==> src/rtl/stage_reg_gen_if.sv <==
// -----------------------------------------------------------------------------
// stage_reg_gen_if
// Purpose : bundles the upstream handshake, downstream handshake, payload
//           and flush of one pipeline stage register so that the stage and its
//           neighbours can be connected with a single port.
// Signals :
//   in_valid / in_ready           upstream handshake (ready driven by the stage)
//   in_pc, in_instr  [31:0]       upstream PC and instruction word
//   in_data [DATA_W-1:0]          upstream payload
//   in_rd   [RD_W-1:0]            upstream destination register index
//   flush                         discard every held entry on the next edge
//   out_valid / out_ready         downstream handshake (valid driven by the stage)
//   out_pc, out_instr, out_data, out_rd   registered payload towards downstream
// Modports:
//   master : the environment (upstream producer + downstream consumer)
//   slave  : the stage register itself
// -----------------------------------------------------------------------------
interface stage_reg_gen_if #(
   parameter int DATA_W = 32,
   parameter int RD_W   = 5
);
   logic              in_valid;
   logic              in_ready;
   logic [31:0]       in_pc;
   logic [31:0]       in_instr;
   logic [DATA_W-1:0] in_data;
   logic [RD_W-1:0]   in_rd;
   logic              flush;
   logic              out_valid;
   logic              out_ready;
   logic [31:0]       out_pc;
   logic [31:0]       out_instr;
   logic [DATA_W-1:0] out_data;
   logic [RD_W-1:0]   out_rd;

   modport master (
      output in_valid, in_pc, in_instr, in_data, in_rd, flush, out_ready,
      input  in_ready, out_valid, out_pc, out_instr, out_data, out_rd
   );

   modport slave (
      input  in_valid, in_pc, in_instr, in_data, in_rd, flush, out_ready,
      output in_ready, out_valid, out_pc, out_instr, out_data, out_rd
   );
endinterface

==> src/rtl/stage_reg_gen.sv <==
// -----------------------------------------------------------------------------
// stage_reg_gen
// Purpose : valid/ready pipeline stage register carrying PC, instruction,
//           payload and destination index bit-exact from input to output.
//           Entries leave in acceptance order. A consumed entry that is not
//           replaced leaves a bubble (instr/data/rd cleared, PC kept). Flush
//           empties the stage and reloads RESET_PC.
// Ports   :
//   i_clk    single clock, all state updated on its rising edge
//   i_rst_n  asynchronous active-low reset
//   bus      stage_reg_gen_if.slave (handshakes, payload, flush)
// Build option:
//   STAGE_REG_SKID_EN  defined   -> two entries (output + skid register),
//                                   in_ready comes straight from a flop
//                      undefined -> one entry, in_ready = !out_valid | out_ready
// -----------------------------------------------------------------------------
module stage_reg_gen #(
   parameter int          DATA_W   = 32,
   parameter int          RD_W     = 5,
   parameter logic [31:0] RESET_PC = 32'h0000_3000
) (
   input logic             i_clk,
   input logic             i_rst_n,
   stage_reg_gen_if.slave  bus
);

   // output register
   logic              r_out_valid;
   logic [31:0]       r_out_pc;
   logic [31:0]       r_out_instr;
   logic [DATA_W-1:0] r_out_data;
   logic [RD_W-1:0]   r_out_rd;

   logic              w_out_valid_next;
   logic [31:0]       w_out_pc_next;
   logic [31:0]       w_out_instr_next;
   logic [DATA_W-1:0] w_out_data_next;
   logic [RD_W-1:0]   w_out_rd_next;

   // entry offered to the output register when it frees up
   logic              w_load_valid;
   logic [31:0]       w_load_pc;
   logic [31:0]       w_load_instr;
   logic [DATA_W-1:0] w_load_data;
   logic [RD_W-1:0]   w_load_rd;

   logic              w_in_ready;
   logic              w_in_fire;
   logic              w_out_free;

   // The output slot can take a new value this edge: empty, or being consumed.
   assign w_out_free = !r_out_valid || bus.out_ready;

   // Flush beats a coincident input even when in_ready is high.
   assign w_in_fire  = bus.in_valid && w_in_ready && !bus.flush;

`ifdef STAGE_REG_SKID_EN
   logic              r_skid_valid;
   logic [31:0]       r_skid_pc;
   logic [31:0]       r_skid_instr;
   logic [DATA_W-1:0] r_skid_data;
   logic [RD_W-1:0]   r_skid_rd;

   logic              w_skid_valid_next;
   logic              w_skid_capture;

   // in_ready is the inverted skid flop: no path from out_ready.
   assign w_in_ready = !r_skid_valid;

   // A held skid entry is always older than the input, so it goes first.
   // While the skid is full in_ready is low, so the input cannot compete.
   assign w_load_valid = r_skid_valid || w_in_fire;
   assign w_load_pc    = r_skid_valid ? r_skid_pc    : bus.in_pc;
   assign w_load_instr = r_skid_valid ? r_skid_instr : bus.in_instr;
   assign w_load_data  = r_skid_valid ? r_skid_data  : bus.in_data;
   assign w_load_rd    = r_skid_valid ? r_skid_rd    : bus.in_rd;

   // An input arriving while the output is stalled parks in the skid.
   assign w_skid_capture = w_in_fire && !w_out_free;

   always_comb begin
      w_skid_valid_next = r_skid_valid;
      if (bus.flush) begin
         w_skid_valid_next = 1'b0;
      end else if (w_out_free && r_skid_valid) begin
         w_skid_valid_next = 1'b0;
      end else if (w_skid_capture) begin
         w_skid_valid_next = 1'b1;
      end
   end

   always_ff @(posedge i_clk or negedge i_rst_n) begin
      if (!i_rst_n) begin
         r_skid_valid <= 1'b0;
         r_skid_pc    <= '0;
         r_skid_instr <= '0;
         r_skid_data  <= '0;
         r_skid_rd    <= '0;
      end else begin
         r_skid_valid <= w_skid_valid_next;
         if (w_skid_capture) begin
            r_skid_pc    <= bus.in_pc;
            r_skid_instr <= bus.in_instr;
            r_skid_data  <= bus.in_data;
            r_skid_rd    <= bus.in_rd;
         end
      end
   end
`else
   // Single entry: accept whenever the output slot frees this edge.
   assign w_in_ready   = w_out_free;
   assign w_load_valid = w_in_fire;
   assign w_load_pc    = bus.in_pc;
   assign w_load_instr = bus.in_instr;
   assign w_load_data  = bus.in_data;
   assign w_load_rd    = bus.in_rd;
`endif

   // Output register next state, shared by both buffering modes.
   always_comb begin
      w_out_valid_next = r_out_valid;
      w_out_pc_next    = r_out_pc;
      w_out_instr_next = r_out_instr;
      w_out_data_next  = r_out_data;
      w_out_rd_next    = r_out_rd;
      if (bus.flush) begin
         w_out_valid_next = 1'b0;
         w_out_pc_next    = RESET_PC;
         w_out_instr_next = '0;
         w_out_data_next  = '0;
         w_out_rd_next    = '0;
      end else if (w_out_free) begin
         if (w_load_valid) begin
            w_out_valid_next = 1'b1;
            w_out_pc_next    = w_load_pc;
            w_out_instr_next = w_load_instr;
            w_out_data_next  = w_load_data;
            w_out_rd_next    = w_load_rd;
         end else begin
            // bubble: PC is left as the last one shown
            w_out_valid_next = 1'b0;
            w_out_instr_next = '0;
            w_out_data_next  = '0;
            w_out_rd_next    = '0;
         end
      end
   end

   always_ff @(posedge i_clk or negedge i_rst_n) begin
      if (!i_rst_n) begin
         r_out_valid <= 1'b0;
         r_out_pc    <= RESET_PC;
         r_out_instr <= '0;
         r_out_data  <= '0;
         r_out_rd    <= '0;
      end else begin
         r_out_valid <= w_out_valid_next;
         r_out_pc    <= w_out_pc_next;
         r_out_instr <= w_out_instr_next;
         r_out_data  <= w_out_data_next;
         r_out_rd    <= w_out_rd_next;
      end
   end

   assign bus.in_ready  = w_in_ready;
   assign bus.out_valid = r_out_valid;
   assign bus.out_pc    = r_out_pc;
   assign bus.out_instr = r_out_instr;
   assign bus.out_data  = r_out_data;
   assign bus.out_rd    = r_out_rd;

endmodule

==> src/flat_wrapper.sv <==
// flat-port wrapper written by rule: the top's interface ports become plain ports
module stage_reg_gen_flat 
#(
   parameter int          DATA_W   = 32,
   parameter int          RD_W     = 5,
   parameter logic [31:0] RESET_PC = 32'h0000_3000
)
  (i_clk, i_rst_n, bus_in_valid, bus_in_pc, bus_in_instr, bus_in_data, bus_in_rd, bus_flush, bus_out_ready, bus_in_ready, bus_out_valid, bus_out_pc, bus_out_instr, bus_out_data, bus_out_rd);
  stage_reg_gen_if #(.DATA_W(DATA_W), .RD_W(RD_W)) bus_i ();
  input logic i_clk;
  input logic i_rst_n;
  input wire logic [$bits(bus_i.in_valid)-1:0] bus_in_valid;
  input wire logic [$bits(bus_i.in_pc)-1:0] bus_in_pc;
  input wire logic [$bits(bus_i.in_instr)-1:0] bus_in_instr;
  input wire logic [$bits(bus_i.in_data)-1:0] bus_in_data;
  input wire logic [$bits(bus_i.in_rd)-1:0] bus_in_rd;
  input wire logic [$bits(bus_i.flush)-1:0] bus_flush;
  input wire logic [$bits(bus_i.out_ready)-1:0] bus_out_ready;
  output wire logic [$bits(bus_i.in_ready)-1:0] bus_in_ready;
  output wire logic [$bits(bus_i.out_valid)-1:0] bus_out_valid;
  output wire logic [$bits(bus_i.out_pc)-1:0] bus_out_pc;
  output wire logic [$bits(bus_i.out_instr)-1:0] bus_out_instr;
  output wire logic [$bits(bus_i.out_data)-1:0] bus_out_data;
  output wire logic [$bits(bus_i.out_rd)-1:0] bus_out_rd;
  assign bus_i.in_valid = bus_in_valid;
  assign bus_i.in_pc = bus_in_pc;
  assign bus_i.in_instr = bus_in_instr;
  assign bus_i.in_data = bus_in_data;
  assign bus_i.in_rd = bus_in_rd;
  assign bus_i.flush = bus_flush;
  assign bus_i.out_ready = bus_out_ready;
  assign bus_in_ready = bus_i.in_ready;
  assign bus_out_valid = bus_i.out_valid;
  assign bus_out_pc = bus_i.out_pc;
  assign bus_out_instr = bus_i.out_instr;
  assign bus_out_data = bus_i.out_data;
  assign bus_out_rd = bus_i.out_rd;
  stage_reg_gen #(.DATA_W(DATA_W), .RD_W(RD_W), .RESET_PC(RESET_PC)) u_core (.i_clk(i_clk), .i_rst_n(i_rst_n), .bus(bus_i));
endmodule
==> config.mk <==
export PLATFORM = sky130hd
export DESIGN_NAME = stage_reg_gen_flat
export DESIGN_NICKNAME = d
export VERILOG_FILES = /design/src/rtl/stage_reg_gen_if.sv /design/src/rtl/stage_reg_gen.sv /design/src/flat_wrapper.sv
export SDC_FILE = /design/constraint.sdc
export NUM_CORES = 1
export LEC_CHECK = 0
export BUFFER_PORTS_ARGS = -buffer_cell sky130_fd_sc_hd__buf_4
export CORE_ASPECT_RATIO = 1.75
export CORE_UTILIZATION = 30
export CTS_BUF_LIST = sky130_fd_sc_hd__clkbuf_16
export DETAILED_ROUTE_END_ITERATION = 6
export HOLD_SLACK_MARGIN = 0.02
export PLACE_DENSITY = 0.66
export SLEW_MARGIN = 25
export SYNTH_ARGS = -nofsm -noshare
export SYNTH_HDL_FRONTEND = slang
export SYNTH_SLANG_ARGS = --single-unit
==> constraint.sdc <==
create_clock -name i_clk -period 3.1 [get_ports i_clk]
set_input_delay 0.155 -clock i_clk [delete_from_list [all_inputs] [get_ports i_clk]]
set_output_delay 0.155 -clock i_clk [all_outputs]
set_load 0.02 [all_outputs]
======== Yosys cells after proc, flatten, opt, wreduce, memory -nomap -nowiden ========
Index checks and enable logic that the tools add are counted.
storage, ports and cells
  register bits after elaboration ......... 102
  output and inout port bits .............. 103
  word-level logic and storage cells ...... 28
operators by class
  multiplexer cells ....................... 15
  reduce and logical (&&, ||, !) cells .... 8
operators with widths
  operator             count
  32-bit 2-to-1 mux    9
  5-bit 2-to-1 mux     3
  2-bit nonzero test   2
  1-bit 2-to-1 mux     3
  1-bit logical AND    2
  1-bit logical NOT    2
  2-bit AND reduction  1
  1-bit logical OR     1

======== Depth between registers and ports, before layout ========
  depth in word-level cells ............... 7
  gate-level depth with buffers ........... 7

======== Least setup slack after synthesis ========
No wires, ideal clock.
  path kind ............................... reg2reg
  start ................................... register u_core.r_out_valid (netlist: u_core.bus.out_valid)
  end ..................................... register u_core.r_out_pc[12] (netlist: u_core.bus.out_pc[12])
  library setup time ...................... 0.082 ns
  arrival ................................. 1.236 ns
  required time ........................... 3.018 ns
  path slack .............................. 1.782 ns
  stages on the path, launching flop included .. 7
  period minus slack after synthesis ...... 1.318 ns
  cell sequence ........................... dfrtp_1 nor2b_4 buf_6 inv_4 buf_12 nand2_1 a211o_1
on the way
  word-level cells in the longest chain between the ends .. 6
  elaborated cells on any way between the ends .. 7
  those cells by class .................... reduce/logical (7)
ends and longest elaborated chain
  what                             RTL line              text
  start, declared                  stage_reg_gen.sv:28   logic r_out_valid;
  start signal, assigned           stage_reg_gen.sv:157  r_out_valid <= w_out_valid_next;
  1-bit logical NOT *              stage_reg_gen.sv:52   assign w_out_free = !r_out_valid || bus.out_ready;
  1-bit logical OR *               stage_reg_gen.sv:52
  1-bit logical AND (2 in series)  stage_reg_gen.sv:55   assign w_in_fire = bus.in_valid && w_in_ready && !bus.flush;
  2-bit nonzero test (no line)     --
  2-bit AND reduction (no line) *  --
  end signal, assigned             stage_reg_gen.sv:158  r_out_pc <= w_out_pc_next;
  end, declared                    stage_reg_gen.sv:29   logic [31:0] r_out_pc;
Every way passes the cells marked *; elsewhere a longest branch is shown, timed or not.
A chain may end at the register's enable or synchronous reset.

======== Final worst setup path ========
  start ................................... register u_core.r_out_valid (netlist: u_core.bus.out_valid)
  end ..................................... register u_core.r_out_pc[11] (netlist: u_core.bus.out_pc[11])
The elaborated chain is that of the path after synthesis.

==> impl_metrics.yaml <==
floorplan:
  io_pins: 209
  dieArea_sq_um: 15130
  design.core.area_sq_um: 14300
  start_util: 0.3069
  num_rows: 58
  die-width_microns: 93.42
  die_y_microns: 162.0
final_layout:
  seqCellArea_sq_um: 2555
  fin_cells: 818
  n_fill_cell: 1399
  drive_gt1_frac: 0.3918
  area_growth_pct: 41.86
  diodes: 0
  final_net_count: 739
  multi_input_area_sq_um: 1540
global_route:
  antenna_found_initial: 0
  use_met1: 0.2058
  grt_pass1_vias: 4132
  grt_max_degree: 103
  met3_usage: 0.04120
  grt_usage: 0.1717
  grt_pass1_wl_mm: 20.45
  gr-usage-met2: 0.2898
  grt.busiest_layer: "met2"
  overflow: 0
drt:
  via_count: 4070
  wl_mm: 13.13
  ant_nets: 0
  drt_iter0_markers: 230
  dr.pass1.iters: 6
  drc: 0
  wl_per_cell_microns: 16.05
  vias_per_cell: 4.976
setup_path:
  rr_worst_depth: 4
  r2r-end: "u_core.bus.out_pc[11]$_DFFE_PN0P_"
  rrSetupSlack_ns: 1.21
  crit_type: "reg2reg"
  cp-end-kind: "flip-flop"
  start_kind: "flip-flop"
  path_max_fanout: 99
  rr_startpoint: "u_core.bus.out_valid$_DFFE_PN0P_"
  critPathArrivalTime_ns: 2.15
  required_ns: 3.36
cts:
  worstSkewPairLatency_ns: 0.34
  h-tree-depth: 3
  cts-root-buf: "clkbuf_16"
  cts_buffers: 9
  post_cts_buffers: 0
  clock_sinks: 102
  cts_tree: "done"
  cts.path.max_buffers: 2
  clk_pin_slew_ns: 0.07
power:
  power.total_w: 0.002988
  p_leak_nw: 2.987
  p_per_area_nw_per_um2: 480.0
  peakVddDrop_uv: 248.3
outcome:
  status: "finished, final reports clean"
sta:
  fin_ws_ns: 1.210
  report.final.hold_viol_count: 0
  fin_crit_sh: 0.6098
  maxSlewViolCount: 0
  finalSetupViolCount: 0
  rsz0062_at_grt: "false"
  fin_crit_ns: 1.890
  relSlewSlack: 0.3367
  worstMarginPinSlew_ns: 0.9950
  hold-worst-slack_ns: 0.06911
  finalSetupTns_ns: 0
  fin_skew_ns: 0.01070
  max_freq_mhz: 529.0
place:
  dp_cells: 801
  gp_congestion: 0.7402
  port_buffers: 208
  place_ws_ns: 1.151
  place_hpwl_mm: 8.538
yosys:
  syn_inst: 455
  ys_warn_count: 0
  yosys.cell_types.count: 20
  yosysSeqAreaShare: 0.5823
  syn-cell-area_sq_um: 4388
  synth-seq-cells: 102
  syn_avg_cell_area_sq_um: 9.644
  synth_nets: 561
worst_hold_path:
  hold_start: "bus_in_pc[21]"
  min_to: "u_core.bus.out_pc[21]$_DFFE_PN0P_"
  hold_path.class: "in2reg"
  whs_path_depth: 3
flow_run:
  max_cap_viol_count: 0
==> how the worst max path moves through the flow <==
stage,from,to,cells after the start
after global placement,bus_in_valid,u_core.bus.out_pc[1]$_DFFE_PN0P_,4
final,u_core.bus.out_valid$_DFFE_PN0P_,u_core.bus.out_pc[11]$_DFFE_PN0P_,4
after detailed placement,bus_in_valid,u_core.bus.out_pc[11]$_DFFE_PN0P_,4
after floorplan,u_core.bus.out_valid$_DFFE_PN0P_,u_core.bus.out_pc[12]$_DFFE_PN1P_,6
after CTS,u_core.bus.out_valid$_DFFE_PN0P_,u_core.bus.out_pc[11]$_DFFE_PN0P_,4
after global routing,u_core.bus.out_valid$_DFFE_PN0P_,u_core.bus.out_pc[11]$_DFFE_PN0P_,4
==> repair_timing <==
item                                   CTS  global route
endpoints found under the hold margin  100             0
hold buffers                             1             0
resized for setup                        0             0
==> cell families (layout without fill, tap and decap cells) <==
family	count (synthesis)	count (layout)	share of synthesized area
AND/OR/NAND/NOR	172	172	0.1902
AO/OA/AOI/OAI	132	132	0.1608
flip-flops	102	102	0.5823
buffers and inverters	49	232	0.06672
==> state kept, by name (all words and copies together) (netlist names) <==
signal	cells
u_core.bus.out_pc	32
u_core.bus.out_valid	1
u_core.bus.out_instr	32
u_core.bus.out_rd	5
u_core.bus.out_data	32
==> synth_stat cells (all sizes together) <==
| library cell | count | area (sq um) |
|---|---|---|
| dfstp | 2 | 52.55 |
| a211o | 2 | 17.52 |
| clkbuf | 23 | 86.33 |
| nand3 | 99 | 545.5 |
| buf | 24 | 196.4 |
| nor2b | 1 | 13.76 |
| and3 | 2 | 12.51 |
| inv | 2 | 10.01 |
| a21oi | 100 | 538.0 |
| nand2 | 70 | 262.8 |
| o21ai | 30 | 150.1 |
| dfrtp | 100 | 2502 |
==> per-layer routing <==
layer,wire (microns),part of all wire
met1,5246,0.40
met2,6738,0.51
met3,749,0.057
met4,392,0.030
met5,0,0
==> layout make-up <==
class,instances,area share
Clock inverter,7,0.007035
Timing Repair Buffer,214,0.2611
Inverter,2,0.001608
Sequential cell,102,0.4105
Tap cell,180,0.03618
Multi-Input combinational cell,304,0.2474
Clock buffer,9,0.03618
==> critical path: stages (launching register included) <==
cell and delay, ns:
dfrtp_1 0.36, nor2b_4 0.18, buf_4 0.75, o21ai_0 0.23, a21oi_1 0.21
==> cells in the final DEF (no fill, tap or decap) <==
cell type / count
nand3_2: 10
dlygate4sd3_1: 1
o21ai_0: 30
buf_12: 1
and3_1: 2
buf_6: 1
clkinvlp_4: 2
inv_6: 1
nand2_1: 70
buf_4: 211
a21oi_2: 10
clkbuf_16: 9
nand3_1: 89
dfrtp_1: 100
a211o_1: 2
clkinv_4: 1
nor2b_4: 1
dfstp_2: 2
a21oi_1: 90
inv_1: 4
inv_4: 1
==> stage by stage <==
step,util,area (sq um)
after CTS,0.4351,6221
final,0.4354,6225
after floorplan,-,4388
after detailed placement,0.4156,5942
after global placement,0.4156,5942
after global routing,0.4354,6225
==> power by group <==
| part | leakage [nW] | switching (W) | internal (W) |
|---|---|---|---|
| combinational | 1.48 | 0.000290 | 0.000221 |
| sequential | 1.37 | 0.0000365 | 0.00139 |
| clock | 0.136 | 0.000505 | 0.000541 |
No activity file was read; power rests on OpenSTA's default activity.
